## config.mk

```make
export PLATFORM = sky130hd
export DESIGN_NAME = tile_line_renderer_flat
export DESIGN_NICKNAME = d
export VERILOG_FILES = /design/src/rtl/tile_line_renderer_pkg.sv /design/src/rtl/tile_line_renderer_if.sv /design/src/rtl/tile_line_renderer_pixel_pipe.sv /design/src/rtl/tile_line_renderer.sv /design/src/flat_wrapper.sv
export SDC_FILE = /design/constraint.sdc
export NUM_CORES = 1
export LEC_CHECK = 0
export CORE_UTILIZATION = 50
export CTS_BUF_LIST = sky130_fd_sc_hd__clkbuf_16
export CTS_CLUSTER_DIAMETER = 200
export DETAILED_ROUTE_END_ITERATION = 10
export PLACE_DENSITY = 0.82
export SLEW_MARGIN = 20
export SYNTH_ARGS = -nofsm -noshare
export SYNTH_HDL_FRONTEND = slang
export SYNTH_HIERARCHICAL = 1
export SYNTH_SLANG_ARGS = --single-unit
```

## constraint.sdc

```tcl
create_clock -name clk -period 3.37 [get_ports clk]
set_clock_uncertainty 0.1 [all_clocks]
set_input_delay 0.674 -clock clk [delete_from_list [all_inputs] [get_ports clk]]
set_output_delay 0.674 -clock clk [all_outputs]
set_load 0.05 [all_outputs]
```

## src/rtl/tile_line_renderer_pkg.sv

```systemverilog
// Shared definitions for the tile line renderer:
// FSM encoding and pattern-word geometry helpers.
package tile_line_renderer_pkg;

    typedef enum logic [1:0] {
        ST_IDLE,
        ST_RUN,
        ST_DRAIN,
        ST_DONE
    } rendState_e;

    function automatic bit bppLegal(input int bpp);
        return bpp == 1 || bpp == 2 || bpp == 4 || bpp == 8;
    endfunction

    // log2 of the number of pixels packed in one 8-bit pattern word
    function automatic int pixFieldW(input int bpp);
        return (bpp == 1) ? 3 :
               (bpp == 2) ? 2 :
               (bpp == 4) ? 1 : 0;
    endfunction

    function automatic int wselW(input int tileLog2, input int bpp);
        int w;
        w = tileLog2 - pixFieldW(bpp);
        return (w > 0) ? w : 0;
    endfunction

endpackage

```

## src/rtl/tile_line_renderer_if.sv

```systemverilog
// Line request handshake between the line sequencer
// and the tile line renderer, with per-line settings.
interface tile_line_renderer_if #(
    parameter int COORD_W = 9,
    parameter int COLOR_W = 15
);
    logic               start;
    logic               abort;
    logic [COORD_W-1:0] line_y;
    logic               bank;
    logic [COORD_W-1:0] scroll_x;
    logic [COORD_W-1:0] scroll_y;
    logic [COLOR_W-1:0] bg_color;
    logic               layer_en;
    logic               busy;
    logic               done;

    modport master (
        output start, abort, line_y, bank,
        output scroll_x, scroll_y, bg_color, layer_en,
        input  busy, done
    );

    modport slave (
        input  start, abort, line_y, bank,
        input  scroll_x, scroll_y, bg_color, layer_en,
        output busy, done
    );
endinterface

```

## src/rtl/tile_line_renderer_pixel_pipe.sv

```systemverilog
// Three-stage valid/x/column/tile shift pipeline that
// follows each pixel through the map, pattern and palette reads.
module tile_line_renderer_pixel_pipe #(
    parameter int XW         = 9,
    parameter int COORD_W    = 9,
    parameter int TILE_LOG2  = 3,
    parameter int TILE_IDX_W = 8
) (
    input  logic                   clk,
    input  logic                   rst,
    input  logic                   flush,
    input  logic                   issue,
    input  logic [XW-1:0]          issueX,
    input  logic [COORD_W-1:0]     issueXs,
    input  logic [TILE_IDX_W-1:0]  tileIn,
    output logic                   s0Valid,
    output logic [COORD_W-TILE_LOG2-1:0] s0TileX,
    output logic                   s1Valid,
    output logic [TILE_LOG2-1:0]   s1Col,
    output logic                   s2Valid,
    output logic [TILE_LOG2-1:0]   s2Col,
    output logic [TILE_IDX_W-1:0]  s2Tile,
    output logic                   s3Valid,
    output logic [XW-1:0]          s3X
);
    logic [XW-1:0]      s0X;
    logic [XW-1:0]      s1X;
    logic [XW-1:0]      s2X;
    logic [COORD_W-1:0] s0Xs;

    assign s0TileX = s0Xs[COORD_W-1:TILE_LOG2];

    always_ff @(posedge clk or posedge rst) begin
        if (rst) begin
            s0Valid <= 1'b0;
            s1Valid <= 1'b0;
            s2Valid <= 1'b0;
            s3Valid <= 1'b0;
            s0X     <= '0;
            s0Xs    <= '0;
            s1X     <= '0;
            s1Col   <= '0;
            s2X     <= '0;
            s2Col   <= '0;
            s2Tile  <= '0;
            s3X     <= '0;
        end else begin
            if (flush) begin
                s0Valid <= 1'b0;
                s1Valid <= 1'b0;
                s2Valid <= 1'b0;
                s3Valid <= 1'b0;
            end else begin
                s0Valid <= issue;
                s1Valid <= s0Valid;
                s2Valid <= s1Valid;
                s3Valid <= s2Valid;
            end
            if (issue) begin
                s0X  <= issueX;
                s0Xs <= issueXs;
            end
            s1X    <= s0X;
            s1Col  <= s0Xs[TILE_LOG2-1:0];
            s2X    <= s1X;
            s2Col  <= s1Col;
            // map RAM answers during stage 1
            s2Tile <= tileIn;
            s3X    <= s2X;
        end
    end
endmodule

```

## src/rtl/tile_line_renderer.sv

```systemverilog
// Renders one scanline of a scrolled tilemap layer into
// a line buffer: map -> pattern -> palette, then transparency.
module tile_line_renderer
    import tile_line_renderer_pkg::*;
#(
    parameter int LINE_W     = 400,
    parameter int LB_AW      = 10,
    parameter int MAP_LOG2   = 6,
    parameter int TILE_LOG2  = 3,
    parameter int BPP        = 2,
    parameter int TILE_IDX_W = 8,
    parameter int COLOR_W    = 15,
    localparam int WSEL_W    = wselW(TILE_LOG2, BPP),
    localparam int PAT_AW    = TILE_IDX_W + TILE_LOG2 + WSEL_W
) (
    input  logic                      clk,
    input  logic                      rst,
    tile_line_renderer_if.slave       ctl,
    output logic [2*MAP_LOG2-1:0]     map_addr,
    input  logic [TILE_IDX_W-1:0]     map_data,
    output logic [PAT_AW-1:0]         pat_addr,
    input  logic [7:0]                pat_data,
    output logic [TILE_IDX_W+BPP-1:0] pal_addr,
    input  logic [COLOR_W:0]          pal_data,
    output logic                      lb_we,
    output logic [LB_AW-1:0]          lb_addr,
    output logic [COLOR_W-1:0]        lb_data
);
    localparam int COORD_W = MAP_LOG2 + TILE_LOG2;
    localparam int XW      = LB_AW - 1;
    localparam int PIX_W   = pixFieldW(BPP);
    localparam int PPW     = 8 / BPP;

    if (!bppLegal(BPP)) begin : gBadBpp
        $error("tile_line_renderer: BPP must be 1, 2, 4 or 8");
    end

    rendState_e         state;
    logic [XW-1:0]      xCnt;
    logic [COORD_W-1:0] scrollXL;
    logic [COORD_W-1:0] ysL;
    logic [COLOR_W-1:0] bgColorL;
    logic               bankL;
    logic               layerEnL;
    logic               busyQ;
    logic               doneQ;

    logic               startOk;
    logic               issue;
    logic [XW-1:0]      issueX;
    logic [COORD_W-1:0] issueXs;
    logic               lastWrite;

    logic                          s0Valid;
    logic [COORD_W-TILE_LOG2-1:0]  s0TileX;
    logic                          s1Valid;
    logic [TILE_LOG2-1:0]          s1Col;
    logic                          s2Valid;
    logic [TILE_LOG2-1:0]          s2Col;
    logic [TILE_IDX_W-1:0]         s2Tile;
    logic                          s3Valid;
    logic [XW-1:0]                 s3X;
    logic [BPP-1:0]                pixIdx;

    assign startOk = (state == ST_IDLE) && ctl.start && !ctl.abort;

    // pixel 0 issues on the start edge straight from the inputs
    always_comb begin
        issue   = 1'b0;
        issueX  = xCnt;
        issueXs = COORD_W'(xCnt) + scrollXL;
        if (startOk) begin
            issue   = 1'b1;
            issueX  = '0;
            issueXs = ctl.scroll_x;
        end else if (state == ST_RUN) begin
            issue = 1'b1;
        end
    end

    assign lastWrite = s3Valid && (s3X == XW'(LINE_W - 1));

    always_ff @(posedge clk or posedge rst) begin
        if (rst) begin
            state    <= ST_IDLE;
            xCnt     <= '0;
            scrollXL <= '0;
            ysL      <= '0;
            bgColorL <= '0;
            bankL    <= 1'b0;
            layerEnL <= 1'b0;
            busyQ    <= 1'b0;
            doneQ    <= 1'b0;
        end else if (ctl.abort) begin
            state <= ST_IDLE;
            busyQ <= 1'b0;
            doneQ <= 1'b0;
        end else begin
            doneQ <= 1'b0;
            unique case (state)
                ST_IDLE: begin
                    if (ctl.start) begin
                        state    <= (LINE_W == 1) ? ST_DRAIN : ST_RUN;
                        xCnt     <= XW'(1);
                        scrollXL <= ctl.scroll_x;
                        ysL      <= ctl.line_y + ctl.scroll_y;
                        bgColorL <= ctl.bg_color;
                        bankL    <= ctl.bank;
                        layerEnL <= ctl.layer_en;
                        busyQ    <= 1'b1;
                    end
                end
                ST_RUN: begin
                    xCnt <= xCnt + XW'(1);
                    if (xCnt == XW'(LINE_W - 1)) state <= ST_DRAIN;
                end
                ST_DRAIN: begin
                    if (lastWrite) begin
                        state <= ST_DONE;
                        busyQ <= 1'b0;
                        doneQ <= 1'b1;
                    end
                end
                ST_DONE: state <= ST_IDLE;
                default: state <= ST_IDLE;
            endcase
        end
    end

    tile_line_renderer_pixel_pipe #(
        .XW         (XW),
        .COORD_W    (COORD_W),
        .TILE_LOG2  (TILE_LOG2),
        .TILE_IDX_W (TILE_IDX_W)
    ) uPipe (
        .clk     (clk),
        .rst     (rst),
        .flush   (ctl.abort),
        .issue   (issue),
        .issueX  (issueX),
        .issueXs (issueXs),
        .tileIn  (map_data),
        .s0Valid (s0Valid),
        .s0TileX (s0TileX),
        .s1Valid (s1Valid),
        .s1Col   (s1Col),
        .s2Valid (s2Valid),
        .s2Col   (s2Col),
        .s2Tile  (s2Tile),
        .s3Valid (s3Valid),
        .s3X     (s3X)
    );

    // leftmost pixel sits in the most significant field
    assign pixIdx = BPP'(pat_data >>
        ((PPW - 1 - (int'(s2Col) % PPW)) * BPP));

    assign map_addr = (s0Valid && layerEnL)
        ? {ysL[COORD_W-1:TILE_LOG2], s0TileX} : '0;

    assign pat_addr = (s1Valid && layerEnL)
        ? ((PAT_AW'({map_data, ysL[TILE_LOG2-1:0]}) << WSEL_W)
           | PAT_AW'(s1Col >> PIX_W))
        : '0;

    assign pal_addr = (s2Valid && layerEnL)
        ? {s2Tile, pixIdx} : '0;

    assign lb_we   = s3Valid;
    assign lb_addr = s3Valid ? {bankL, s3X} : '0;
    assign lb_data = (layerEnL && !pal_data[COLOR_W])
        ? pal_data[COLOR_W-1:0] : bgColorL;

    assign ctl.busy = busyQ;
    assign ctl.done = doneQ;
endmodule

```

## src/flat_wrapper.sv

```systemverilog
// flat-port wrapper written by rule: the top's interface ports become plain ports
module tile_line_renderer_flat import tile_line_renderer_pkg::*;
#(
    parameter int LINE_W     = 400,
    parameter int LB_AW      = 10,
    parameter int MAP_LOG2   = 6,
    parameter int TILE_LOG2  = 3,
    parameter int BPP        = 2,
    parameter int TILE_IDX_W = 8,
    parameter int COLOR_W    = 15,
    localparam int WSEL_W    = wselW(TILE_LOG2, BPP),
    localparam int PAT_AW    = TILE_IDX_W + TILE_LOG2 + WSEL_W
)
  (clk, rst, map_addr, map_data, pat_addr, pat_data, pal_addr, pal_data, lb_we, lb_addr, lb_data, ctl_start, ctl_abort, ctl_line_y, ctl_bank, ctl_scroll_x, ctl_scroll_y, ctl_bg_color, ctl_layer_en, ctl_busy, ctl_done);
  tile_line_renderer_if #(.COORD_W((9)), .COLOR_W(COLOR_W)) ctl_i ();
  input  logic clk;
  input  logic rst;
  output logic [2*MAP_LOG2-1:0] map_addr;
  input  logic [TILE_IDX_W-1:0] map_data;
  output logic [PAT_AW-1:0] pat_addr;
  input  logic [7:0] pat_data;
  output logic [TILE_IDX_W+BPP-1:0] pal_addr;
  input  logic [COLOR_W:0] pal_data;
  output logic lb_we;
  output logic [LB_AW-1:0] lb_addr;
  output logic [COLOR_W-1:0] lb_data;
  input wire logic [$bits(ctl_i.start)-1:0] ctl_start;
  input wire logic [$bits(ctl_i.abort)-1:0] ctl_abort;
  input wire logic [$bits(ctl_i.line_y)-1:0] ctl_line_y;
  input wire logic [$bits(ctl_i.bank)-1:0] ctl_bank;
  input wire logic [$bits(ctl_i.scroll_x)-1:0] ctl_scroll_x;
  input wire logic [$bits(ctl_i.scroll_y)-1:0] ctl_scroll_y;
  input wire logic [$bits(ctl_i.bg_color)-1:0] ctl_bg_color;
  input wire logic [$bits(ctl_i.layer_en)-1:0] ctl_layer_en;
  output wire logic [$bits(ctl_i.busy)-1:0] ctl_busy;
  output wire logic [$bits(ctl_i.done)-1:0] ctl_done;
  assign ctl_i.start = ctl_start;
  assign ctl_i.abort = ctl_abort;
  assign ctl_i.line_y = ctl_line_y;
  assign ctl_i.bank = ctl_bank;
  assign ctl_i.scroll_x = ctl_scroll_x;
  assign ctl_i.scroll_y = ctl_scroll_y;
  assign ctl_i.bg_color = ctl_bg_color;
  assign ctl_i.layer_en = ctl_layer_en;
  assign ctl_busy = ctl_i.busy;
  assign ctl_done = ctl_i.done;
  tile_line_renderer #(.LINE_W(LINE_W), .LB_AW(LB_AW), .MAP_LOG2(MAP_LOG2), .TILE_LOG2(TILE_LOG2), .BPP(BPP), .TILE_IDX_W(TILE_IDX_W), .COLOR_W(COLOR_W)) u_core (.clk(clk), .rst(rst), .ctl(ctl_i), .map_addr(map_addr), .map_data(map_data), .pat_addr(pat_addr), .pat_data(pat_data), .pal_addr(pal_addr), .pal_data(pal_data), .lb_we(lb_we), .lb_addr(lb_addr), .lb_data(lb_data));
endmodule
```

==> results of run 1 <==
-- registers in the layout, indices dropped and copies added, names as in the netlist, 2 cells and up --
name	flops
u_core/bgColorL	15
u_core/scrollXL	9
u_core/state	2
u_core/uPipe/s0X	9
u_core/uPipe/s0Xs	9
u_core/uPipe/s1Col	3
u_core/uPipe/s1X	9
u_core/uPipe/s2Col	2
u_core/uPipe/s2Tile	8
u_core/uPipe/s2X	9
u_core/uPipe/s3X	9
u_core/xCnt	9
u_core/ysL	9
-- metrics by stage --
| stage | util [%] | hold WS (ns) | cell area, um^2 |
|---|---|---|---|
| floorplan | - | 0.2312 | 5207 |
| global placement | 67.17 | 0.2313 | 6686 |
| detailed placement | 67.17 | 0.2347 | 6686 |
| CTS | 69.83 | 0.2477 | 6952 |
| global route | 69.83 | 0.2546 | 6952 |
| finish | 69.83 | 0.2456 | 6952 |
-- final timing paths --
kind	from	to	slack, ns	cells past startpoint
setup / recovery	u_core/layerEnL	pal_addr[9]	0.31	3
hold / removal	u_core/uPipe/s2X[0]	u_core/uPipe/s3X[0]	0.25	0
setup reg to reg	u_core/xCnt[0]	u_core/uPipe/s0Xs[8]	0.93	9
hold reg to reg	u_core/uPipe/s2X[0]	u_core/uPipe/s3X[0]	0.25	0
max in group asynchronous	rst	u_core/uPipe/s1X[7]	1.91	3
min in group asynchronous	rst	u_core/ysL[7]	0.53	2
-- cells in the final DEF (no fill, tap or decap), types with 2 or more instances in the layout --
cell	n
sky130_fd_sc_hd__clkdlybuf4s50_1	124
sky130_fd_sc_hd__dfrtp_1	110
sky130_fd_sc_hd__nand2_1	95
sky130_fd_sc_hd__and3_1	38
sky130_fd_sc_hd__buf_4	25
sky130_fd_sc_hd__o21ai_0	25
sky130_fd_sc_hd__mux2_2	24
sky130_fd_sc_hd__ha_1	20
sky130_fd_sc_hd__nor2_1	19
sky130_fd_sc_hd__and2_1	17
sky130_fd_sc_hd__xor2_1	13
sky130_fd_sc_hd__mux2_4	10
sky130_fd_sc_hd__clkbuf_16	9
sky130_fd_sc_hd__inv_1	9
sky130_fd_sc_hd__a21oi_1	8
sky130_fd_sc_hd__nor2b_1	7
sky130_fd_sc_hd__nand3_1	6
sky130_fd_sc_hd__nor3_1	6
sky130_fd_sc_hd__xnor2_1	6
sky130_fd_sc_hd__a211oi_1	6
sky130_fd_sc_hd__nand4_1	5
sky130_fd_sc_hd__nand2b_1	4
sky130_fd_sc_hd__a21o_1	4
sky130_fd_sc_hd__o21bai_1	3
sky130_fd_sc_hd__clkinv_2	2
sky130_fd_sc_hd__clkinv_4	2
sky130_fd_sc_hd__mux2i_1	2
sky130_fd_sc_hd__a31oi_1	2
sky130_fd_sc_hd__mux4_2	2
sky130_fd_sc_hd__inv_2	2
sky130_fd_sc_hd__fa_1	2
-- power by group through the flow --
stage / clock network [mW] / registers [mW] / logic (mW)
global route: 1.03 / 2.04 / 2.24
floorplan: 0 / 1.92 / 1.62
finish: 0.943 / 1.99 / 2.06
global placement: 0 / 1.98 / 2.00
CTS: 0.969 / 1.99 / 2.07
detailed placement: 0 / 2.01 / 2.06
-- per-layer routing --
metal | vias up | GRT usage, %
met1 | 1878 | 26.61
met4 | 0 | 8.367
met2 | 153 | 40.43
met3 | 19 | 4.198
li1 | 1914 | -
met5 | - | 0
-- cell type report --
| class | instances | area [um^2] | share of cell area [%] |
|---|---|---|---|
| clock buffers | 9 | 225.2 | 3.240 |
| repair buffers | 150 | 1449 | 20.84 |
| inverters | 10 | 37.54 | 0.5400 |
| clock inverters | 6 | 40.04 | 0.5760 |
| multi-input cells | 337 | 2281 | 32.81 |
| well taps | 133 | 166.4 | 2.394 |
| flip-flops and latches | 110 | 2753 | 39.60 |
==> out/metrics.cfg, run 1 <==
[outcome]
outcome=complete, no violations

[drt]
dr.max_layer_used=met4
via_per_inst=5.250
post-route-drc-count=0
route.vias.total=3964
first_pass_iters=4
wl_met3_um=621
met2_wirelength_um=5832
drtAntennaViolNets=0
drt-wirelength-per-cell_um=15.09
drt-initial-drc-count=187
drt-met1-wl_um=4709
aggregate_routed_wire_length_um=11390

[placed_design]
port_buffers=141
dpl.cell_count=740
placement.setup.worst_slack_ns=0.3815
dp_hpwl_um=8452
globalplace.congestion=0.8903

[synthesis]
netlist_instances=482
syn_nets=584
ys.warnings.count=6
syn-cell-area_um2=5207
syn-mean-instance-area_um2=10.80

[cts]
cts.hold.buffers_added=0
clock_tree.buffer_depth=2
tritoncts_clock_tree=built
numCtsBuffers=9
cts_resized=0
cts.sink_count=110
post-cts-setup-buffers=0
ctsHtreeMaxLevel=3
clk_latency_ns=0.34
worst_setup_hold_path_clk_slew_ns=0.07
root_buffer=sky130_fd_sc_hd__clkbuf_16

[timing]
hold_viol=0
setup_ws_ns=0.3109
grt_setup_unrepaired=false
setup_viol=0
timing.fmax_mhz=326.9
post_layout_minimum_cycle_time_ns=3.059
tightest_slew_ns=0.5977
final_min_period_over_clock_period_pct=90.77
timing_max_transition_violations_final=0
timing.slew.headroom_pct=60.10
final.setup.tns_ns=0

[critical_path]
crit_path_cell_trace=buf_4, and3_1, clkdlybuf4s50_1
worst-path-max-fanout=21
cp.buffers_inverters=2
worstSetupPathType=flop to primary output
cp-start-kind=flop
arrival_ns=2.29
worstPathRequired_ns=2.60
setup.worst_path.end_class=primary output
path_delay_family=buffers and inverters
crit_path_max_incr_delay_ns=0.80
timing.critical_path.slowest_stage_cell=sky130_fd_sc_hd__clkdlybuf4s50_1

[power_and_ir_drop]
vdd_drop_max_mv=0.8274
power.sequential.fraction_pct=39.9
totalPowerFinal_mw=4.989
netSwitchingFraction_pct=37.81
clockPowerShare_pct=18.9
cellLeakagePower_nw=3.375
power.combinational.fraction_pct=41.2
cell_internal_pwr_mw=3.103
total_switching_power_mw=1.886
power_density_nw_per_um2=717.7

[job]
cap_violations=0

[cells_and_area]
final_cell_count_no_fill=755
area_growth_pct=33.49
finish.net_count=720
final_layout_size_suffix_gt1_share_pct=13.34
fillers=703
antenna-diode-count=0

[floorplan]
die_h_um=104.1
die-area_um2=10830
dieWidth_um=104.1
floorplan.initialDensity_pct=52.31
core_area_um2=9955
design.portCount=142
std_cell_rows=36

[grt]
grt_max_degree=50
grt_pass1_wl_um=19280
grt_pass1_vias=3991
overall_routing_resource_usage_pct=22.45
grt_antenna_before_repair=0
grt_remaining_overflow=0

[min_path]
hold_path_class=flop to flop

No activity file was read; power rests on OpenSTA's default activity.
==> run 2, diff against run 1 <==
--- a/config.mk
+++ b/config.mk
@@ -15,3 +15,4 @@
 export SYNTH_HDL_FRONTEND = slang
 export SYNTH_HIERARCHICAL = 1
 export SYNTH_SLANG_ARGS = --single-unit
+export TNS_END_PERCENT = 20
==> constraint.sdc (replaced) <==
create_clock -name clk -period 3.37 [get_ports clk]
set_clock_uncertainty 0.1 [all_clocks]
set_input_delay 0.5055 -clock clk [delete_from_list [all_inputs] [get_ports clk]]
set_output_delay 0.5055 -clock clk [all_outputs]
set_load 0.05 [all_outputs]
==> out/metrics.cfg, run 2 (synthesis results as in run 1) <==
[outcome]
outcome=complete, no violations  ; unchanged

[drt]
dr.max_layer_used=met4  ; unchanged
drt-met1-wl_um=4727  ; was 4709 um
first_pass_iters=5  ; was 4
drt-initial-drc-count=181  ; was 187
via_per_inst=5.157  ; was 5.250
met2_wirelength_um=5732  ; was 5832 um
drt-wirelength-per-cell_um=14.98  ; was 15.09 um
wl_met3_um=640  ; was 621 um
route.vias.total=3909  ; was 3,964
post-route-drc-count=0  ; unchanged
drtAntennaViolNets=0  ; unchanged
aggregate_routed_wire_length_um=11350  ; was 11,390 um

[timing]
timing.fmax_mhz=337.8  ; was 326.9 MHz
hold_viol=0  ; unchanged
grt_setup_unrepaired=false  ; unchanged
final_min_period_over_clock_period_pct=87.86  ; was 90.77%
timing.slew.headroom_pct=45.92  ; was 60.10%
worst_hold_slack_ns=0.2509  ; was 0.2456 ns
tightest_slew_ns=0.8111  ; was 0.5977 ns
final.setup.tns_ns=0  ; unchanged
timing_max_transition_violations_final=0  ; unchanged
post_layout_minimum_cycle_time_ns=2.961  ; was 3.059 ns
setup_viol=0  ; unchanged

[cells_and_area]
area_growth_pct=34.86  ; was 33.49%
registers.top_by_ff_count=u_core/bgColorL  ; unchanged
final_layout_size_suffix_gt1_share_pct=13.60  ; was 13.34%
finish.net_count=722  ; was 720
layout.cells.most_common_list=126 x sky130_fd_sc_hd__clkdlybuf4s50_1, 110 x sky130_fd_sc_hd__dfrtp_1, 95 x sky130_fd_sc_hd__nand2_1  ; was 124 x sky130_fd_sc_hd__clkdlybuf4s50_1, 110 x sky130_fd_sc_hd__dfrtp_1, 95 x sky130_fd_sc_hd__nand2_1
largest_register_ff_count=15  ; unchanged
antenna-diode-count=0  ; unchanged
fillers=718  ; was 703
post-route-util_pct=70.55  ; was 69.83%
most_frequent_standard_cell_in_the_layout_excluding_fill_and_tap_cells=sky130_fd_sc_hd__clkdlybuf4s50_1  ; unchanged

[min_path]
hold_path.startpoint=u_core/uPipe/s2X[8]  ; was u_core/uPipe/s2X[0]
hold_path_class=flop to flop  ; unchanged
whs_path_depth=0  ; unchanged
holdPathEnd=u_core/uPipe/s3X[8]  ; was u_core/uPipe/s3X[0]

[power_and_ir_drop]
cellLeakagePower_nw=3.400  ; was 3.375 nW
power_density_nw_per_um2=737.8  ; was 717.7 nW/um^2
totalPowerFinal_mw=5.182  ; was 4.989 mW
vdd_drop_max_mv=0.6474  ; was 0.8274 mV

[placed_design]
dp_hpwl_um=8430  ; was 8452 um
globalplace.congestion=0.8984  ; was 0.8903
port_buffers=141  ; unchanged

[floorplan]
die-area_um2=10830  ; unchanged
design.portCount=142  ; unchanged
std_cell_rows=36  ; unchanged
core_area_um2=9955  ; unchanged
dieWidth_um=104.1  ; unchanged
die_h_um=104.1  ; unchanged
floorplan.initialDensity_pct=52.31  ; unchanged

[grt]
grt_pass1_vias=4019  ; was 3,991
overall_routing_resource_usage_pct=21.96  ; was 22.45%
grt_antenna_before_repair=0  ; unchanged
grt_remaining_overflow=0  ; unchanged
grt_pass1_wl_um=18870  ; was 19,280 um
grt_max_degree=41  ; was 50

[cts]
ctsHtreeMaxLevel=3  ; unchanged
tritoncts_clock_tree=built  ; unchanged
worst_setup_hold_path_clk_slew_ns=0.07  ; about the same
clock_tree.buffer_depth=2  ; unchanged
clk_latency_ns=0.34  ; about the same
cts_resized=0  ; unchanged
post-cts-setup-buffers=0  ; unchanged
numCtsBuffers=9  ; unchanged
root_buffer=sky130_fd_sc_hd__clkbuf_16  ; unchanged
cts.hold.buffers_added=0  ; unchanged
cts.sink_count=110  ; unchanged

[critical_path]
reg_to_reg_setup_timing_slack_ns=0.89  ; was 0.93 ns
worstPathRequired_ns=2.76  ; was 2.60 ns
ff2ff_path_depth=7  ; was 9
cp-start-kind=flop  ; unchanged
arrival_ns=2.36  ; was 2.29 ns
worstSetupPathType=flop to primary output  ; unchanged
worst-path-max-fanout=36  ; was 21
crit_path_max_incr_delay_ns=0.88  ; was 0.80 ns
reg2reg_to=u_core/uPipe/s0Xs[7]  ; was u_core/uPipe/s0Xs[8]
r2r_start=u_core/xCnt[2]  ; was u_core/xCnt[0]
crit_path_cell_trace=and3_1, clkdlybuf4s50_1  ; was buf_4, and3_1, clkdlybuf4s50_1
setup.worst_path.end_class=primary output  ; unchanged
timing.critical_path.slowest_stage_cell=sky130_fd_sc_hd__dfrtp_1  ; was sky130_fd_sc_hd__clkdlybuf4s50_1

[job]
cap_violations=0  ; unchanged

## run 2: cell types whose count changed in the layout (fill, tap and decap cells not counted), sizes merged
cell | before | now
inv | 12 | 13
clkinv | 4 | 1
clkdlybuf4s50 | 124 | 126
bufinv | 0 | 2
clkinvlp | 0 | 1
## run 2: worst max path at each step
stage                     slack (ns)            start  cells past startpoint             to
final                           0.41  u_core/layerEnL                      2    map_addr[5]
after global routing            0.29  u_core/layerEnL                      2    map_addr[5]
after CTS                       0.38  u_core/layerEnL                      2    map_addr[5]
after detailed placement        0.50      pat_data[0]                      4    pal_addr[0]
after global placement          0.52      pat_data[1]                      4    pal_addr[1]
after floorplan                 1.17    ctl_line_y[0]                      7  u_core/ysL[8]
## run 2: final cells by class
| type | count | area, um^2 | share of cell area [%] |
|---|---|---|---|
| inverters | 10 | 37.54 | 0.5345 |
| flip-flops and latches | 110 | 2753 | 39.19 |
| well taps | 133 | 166.4 | 2.370 |
| clock inverters | 7 | 103.9 | 1.479 |
| multi-input cells | 337 | 2281 | 32.48 |
| clock buffers | 9 | 225.2 | 3.207 |
| repair buffers | 152 | 1456 | 20.74 |
## run 2: metrics by stage
stage / cell area (um^2) / instances / setup slack (ns)
after CTS: 7023 / 758 / 0.3806
after global routing: 7023 / 758 / 0.2853
after global placement: 6694 / 742 / 0.5247
after floorplan: 5207 / 482 / 1.167
final: 7023 / 758 / 0.4092
after detailed placement: 6694 / 742 / 0.5025
## run 2: where the power goes
part           total (mW)  switching, mW  internal (mW)
clock                1.14          0.479          0.663
sequential           2.00          0.287           1.71
combinational        2.04           1.15          0.894
total                5.18           1.91           3.27
## run 2: metal layers
layer  up-vias  track usage (%)
met1      1839            26.39
met4         0            9.184
met3        21            4.261
met2       135            38.52
li1       1914                -
met5         -                0
## run 2: critical path: cells and delay by family, from the launching register on
kind | cells | cell delay [ns]
buffers and inverters | 1 | 0.84
DFF | 1 | 0.88
and+or+nand+nor | 1 | 0.29
